--- config.mk ---
export PLATFORM = sky130hd
export DESIGN_NAME = hs32_alu_wb
export DESIGN_NICKNAME = d
export VERILOG_FILES = /design/src/rtl/hs32_alu_wb.sv
export SDC_FILE = /design/constraint.sdc
export NUM_CORES = 1
export LEC_CHECK = 0
export BUFFER_PORTS_ARGS = -buffer_cell sky130_fd_sc_hd__buf_2
export CAP_MARGIN = 0
export CORE_MARGIN = 2
export CORE_UTILIZATION = 47
export CTS_CLUSTER_SIZE = 25
export DETAILED_ROUTE_END_ITERATION = 8
export PLACE_DENSITY = 0.75
export SLEW_MARGIN = 20
export SYNTH_ARGS = -nofsm -noshare
export SYNTH_HDL_FRONTEND = slang
export SYNTH_SLANG_ARGS = --single-unit
--- constraint.sdc ---
create_clock -name clk -period 1.5 [get_ports clk]
set_input_delay 0.3 -clock clk [delete_from_list [all_inputs] [get_ports clk]]
set_output_delay 0.3 -clock clk [all_outputs]
set_load 0.01 [all_outputs]
--- src/rtl/hs32_alu_wb.sv ---
// HS32 writeback: nzcv flag register, 2-entry register-write skid buffer, condition evaluation.
// Latency 1 cycle ALU->o_valid; o_ready = !skid_valid (registered); optional forwarding under HS32_WB_BYPASS_EN.
module hs32_alu_wb #(
    parameter int          DEPTH    = 2,
    parameter logic [3:0]  FL_RESET = 4'b0000
) (
    input  logic        clk,
    input  logic        reset_n,
    input  logic        i_valid,
    output logic        o_ready,
    input  logic [31:0] i_r,
    input  logic [3:0]  i_fl,
    input  logic [3:0]  i_rd,
    input  logic        i_we_rd,
    input  logic        i_we_fl,
    input  logic        i_flush,
    output logic        o_valid,
    input  logic        i_ready,
    output logic [31:0] o_r,
    output logic [3:0]  o_rd,
    output logic [3:0]  o_flags,
    input  logic [3:0]  i_cond,
    output logic        o_cond_true
`ifdef HS32_WB_BYPASS_EN
    ,
    output logic        o_fwd_valid,
    output logic [3:0]  o_fwd_rd,
    output logic [31:0] o_fwd_r
`endif
);

    if (DEPTH != 2) begin : g_bad_depth
        $error("hs32_alu_wb: DEPTH must be 2");
    end

    logic        r_main_vld;
    logic [31:0] r_main_r;
    logic [3:0]  r_main_rd;
    logic        r_skid_vld;
    logic [31:0] r_skid_r;
    logic [3:0]  r_skid_rd;
    logic [3:0]  r_flags;

    logic w_acc;
    logic w_enq;
    logic w_pop;

    assign o_ready = !r_skid_vld;
    assign w_acc   = i_valid && o_ready && !i_flush;
    assign w_enq   = w_acc && i_we_rd;
    assign w_pop   = r_main_vld && i_ready;

    // Flush outranks pop: a write shown during a flush cycle is discarded.
    always_ff @(posedge clk or negedge reset_n) begin
        if (!reset_n) begin
            r_main_vld <= 1'b0;
            r_main_r   <= 32'd0;
            r_main_rd  <= 4'd0;
            r_skid_vld <= 1'b0;
            r_skid_r   <= 32'd0;
            r_skid_rd  <= 4'd0;
        end else if (i_flush) begin
            r_main_vld <= 1'b0;
            r_skid_vld <= 1'b0;
        end else if (w_pop) begin
            if (r_skid_vld) begin
                r_main_r   <= r_skid_r;
                r_main_rd  <= r_skid_rd;
                r_skid_vld <= w_enq;
                if (w_enq) begin
                    r_skid_r  <= i_r;
                    r_skid_rd <= i_rd;
                end
            end else begin
                r_main_vld <= w_enq;
                if (w_enq) begin
                    r_main_r  <= i_r;
                    r_main_rd <= i_rd;
                end
            end
        end else if (!r_main_vld) begin
            r_main_vld <= w_enq;
            if (w_enq) begin
                r_main_r  <= i_r;
                r_main_rd <= i_rd;
            end
        end else if (!r_skid_vld) begin
            r_skid_vld <= w_enq;
            if (w_enq) begin
                r_skid_r  <= i_r;
                r_skid_rd <= i_rd;
            end
        end
    end

    always_ff @(posedge clk or negedge reset_n) begin
        if (!reset_n) begin
            r_flags <= FL_RESET;
        end else if (w_acc && i_we_fl) begin
            r_flags <= i_fl;
        end
    end

    assign o_valid = r_main_vld;
    assign o_r     = r_main_r;
    assign o_rd    = r_main_rd;
    assign o_flags = r_flags;

    logic w_n, w_z, w_c, w_v;
    assign {w_n, w_z, w_c, w_v} = r_flags;

    always_comb begin
        o_cond_true = 1'b0;
        case (i_cond)
            4'h0: o_cond_true = 1'b1;
            4'h1: o_cond_true = w_z;
            4'h2: o_cond_true = !w_z;
            4'h3: o_cond_true = w_c;
            4'h4: o_cond_true = !w_c;
            4'h5: o_cond_true = w_n;
            4'h6: o_cond_true = !w_n;
            4'h7: o_cond_true = w_v;
            4'h8: o_cond_true = !w_v;
            4'h9: o_cond_true = w_c && !w_z;
            4'hA: o_cond_true = !w_c || w_z;
            4'hB: o_cond_true = (w_n == w_v);
            4'hC: o_cond_true = (w_n != w_v);
            4'hD: o_cond_true = !w_z && (w_n == w_v);
            4'hE: o_cond_true = w_z || (w_n != w_v);
            default: o_cond_true = 1'b0;
        endcase
    end

`ifdef HS32_WB_BYPASS_EN
    // Youngest valid entry; masked to zero when empty since entry data persists past flush.
    always_comb begin
        o_fwd_valid = r_main_vld || r_skid_vld;
        o_fwd_rd    = 4'd0;
        o_fwd_r     = 32'd0;
        if (r_skid_vld) begin
            o_fwd_rd = r_skid_rd;
            o_fwd_r  = r_skid_r;
        end else if (r_main_vld) begin
            o_fwd_rd = r_main_rd;
            o_fwd_r  = r_main_r;
        end
    end
`endif

endmodule

==> impl_results.md <==
- Residual DRC: 0
- CP bufs+invs: 1
- Hold endpoint: o_flags[0]
- CP max FO: 7
- CP peak stage delay: 470 ps
- Max-Cap Viols: 0
- Crit. End Element: output port
- H-Tree Depth: 3
- Worst reg2reg path startpoint: o_valid
- Top cells by count, synth: dfrtp_1 (78), a21oi_1 (39), nor2_1 (38), mux2i_1 (37), mux2_4 (30)
- Mapped Cells: 284
- Data arrival time of the worst path: 1640 ps
- P_leak: 2.82 nW
- Dpl hpwl: 5040 µm
- Number of diodes: 0
- Worst Skew: 8.42 ps
- Drt first pass iters: 4
- Total grt overflow: 0
- Reg2reg end: r_skid_r[8]
- Syn avg cell area: 12.5 µm²
- Buffer depth of the longest clock path: 2
- Post-route antenna net violation count: 0
- Reg2Reg Setup Slack: -270 ps
- Main synth FF type: dfrtp_1
- Min-delay src: i_fl[0]
- CP required: 1200 ps
- Simple-gate portion of the synthesized area: 0.0668
- # port buffers: 93
- Fraction of registers with async set/reset: 1.00
- Clock root cell: clkbuf_8
- Max Clock Freq: 517 MHz
- Drt via density: 5.47
- Initial drt markers: 101
- Synth Cell Area: 3560 µm²
- XOR/XNOR Fraction of Synth Area: 0.00246
- Die ar.: 8280 µm²
- RSZ-0062 raised after global routing: true
- Status: finished, violations left
- Area leader, netlist: dfrtp_1
- Total wire length: 11300 µm
- CTS clk-pin slew, worst paths: 70 ps
- Crit-path leading delay family: compound AO/OA/AOI/OAI gates
- Post-synthesis adder-cell area fraction: 0
- Vias in the first global route: 3054
- CP Class: flip-flop to output port
- Initial antenna violation count: 0
- Largest net degree at the start of global routing: 40
- Largest family of logic cells by synthesized area: multiplexers
- Min-delay worst type: input pin to flip-flop
- Die height: 91.0 µm
- CTS tree: built
- Crit-path slowest cell: dfrtp_2
- Routed length per instance: 21.4 µm
- CP Cell Sequence: and4b_1, o21ai_2, o211ai_1, o22a_1, buf_2
- Final total power: 0.00621 W
- GRT Util Overall: 0.267
- GPL Wtd Cong: 0.892
- # IOs: 94
- Post-synth EDFFs: 0
- Post-Syn Nets: 335
- Compound-cell area share of the yosys netlist: 0.0914
- # fillers: 471
- Post-route setup slack: -436 ps
- Synth Register Bits: 78
- Starting Density: 0.488
- Most frequent cell after synthesis: dfrtp_1
- Ratio of cells with drive above 1 in the final layout: 0.651
- Yosys top cell area share: 0.549
- Number of clock sinks: 78
- Distinct cells, synth: 33
- CTS Buf Count: 9
- CP startpoint: o_flags[0]
- Failing checks: setup timing
- Register area share after synthesis: 0.549
- Worst Reg-to-Reg Cells: 5
- Pwr/cell area: 1100 nW/µm²
- Hold Path Depth: 3
- Mux share of post-synthesis cell area: 0.259
- Hold Vio Cnt, Final: 0
- Hold_ws: 191 ps
- Area delta synth->final: 57.9%
- Die X: 91.0 µm
- Core area: 7290 µm²
- Pre-CTS setup slack: -325 ps
- Syn. warnings: 0
- Maximum vdd drop: 652 µV
- Worst path depth: 5
- First-pass GRT wire length: 16800 µm
- Post-layout min period: 1940 ps
- Final net count: 475
- Final Setup Violations: 73
- Slew Limit Fails: 0
- Startpoint types: flip-flop
- Tightest Pin Transition: 285 ps
- Clock insertion delay at the later pin of the skew report: 340 ps
- DR vias: 2877
- Top cells by area, synth: dfrtp_1 (55%), mux2_4 (13%), mux2i_1 (10%)
- Std-Cell Rows: 31
- Headroom to the max-slew limit: 0.810
- Crit share post-route: 1.29
[kinds of logic after synthesis]
kind of cell,after synthesis
flip-flops,78
multiplexers,76
AO/OA/AOI/OAI,54
AND/OR/NAND/NOR,54
buffers and inverters,21
XOR/XNOR,1
[final cells by class]
cell class / count / area [µm²] / share of cell area
clock buffers: 10 / 128 / 0.0227
clock inverters: 4 / 73.8 / 0.0131
inverters: 5 / 18.8 / 0.00334
multi-input cells: 185 / 1920 / 0.342
flip-flops and latches: 78 / 1950 / 0.348
well taps: 99 / 124 / 0.0220
repair buffers: 145 / 1400 / 0.249
[per-stage QoR]
stage | instance area, µm² | cells | util | TNS, ps
6_report | 5620 | 526 | 0.771 | -12810
5_1_grt | 5620 | 526 | 0.771 | -14820
4_1_cts | 5350 | 521 | 0.734 | -9920
3_5_place_dp | 4280 | 478 | 0.587 | -14500
3_3_place_gp | 4280 | 478 | 0.587 | -12320
2_1_floorplan | 3570 | 284 | - | -4160
[flip-flops by register name, indices dropped and copies added (netlist names)]
register    count
r_skid_vld      1
o_rd            4
r_skid_r       32
o_flags         4
o_r            32
o_valid         1
r_skid_rd       4
[worst register-to-register path, stage by stage, from the launching register on]
cell and delay, ps:
dfrtp_2 390, nand3_2 70, or4_4 580, buf_12 180
buf_16 140, mux2_4 300
[power breakdown]
part	leakage, nW	internal, W	total, W	switching [W]
combinational	1.77	0.000936	0.00170	0.000762
sequential	0.946	0.00249	0.00285	0.000355
clock	0.102	0.000920	0.00166	0.000743
[per-layer routing]
layer / up-vias / track usage / wire length (µm)
met4: 0 / 0.110 / 315
li1: 1302 / - / -
met2: 102 / 0.448 / 5780
met1: 1450 / 0.344 / 4740
met3: 23 / 0.0473 / 441
met5: - / 0 / 0
[timing repair]
item,CTS,global route
endpoints found under the setup margin,73,73
gates cloned,17,5
hold endpoints to repair,19,0
buffers inserted,11,7
hold buffers,1,0
pin swaps,3,4
resized for setup,90,62
[how the worst max path moves through the flow]
stage                               to  slack [ps]
after floorplan            r_skid_r[0]        -140
after detailed placement   r_skid_r[6]        -320
after global routing       o_cond_true        -510
after CTS                  o_cond_true        -400
final                      o_cond_true        -440
after global placement    r_skid_r[10]        -280
[layout by cell type (no fill, tap or decap), drive strengths merged, types with 2 or more instances in the layout]
cell type | Yosys | routed
dfrtp | 78 | 78
mux2 | 39 | 39
buf | 10 | 140
inv | 5 | 5
mux2i | 37 | 37
nor2b | 2 | 2
nor3 | 2 | 2
o211ai | 2 | 2
a21oi | 39 | 39
clkinv | 0 | 2
nand2 | 4 | 4
o21ai | 3 | 3
bufinv | 0 | 2
nor2 | 38 | 38
clkbuf | 6 | 14
nand3 | 3 | 3
Power figures use the tool's default switching activity.
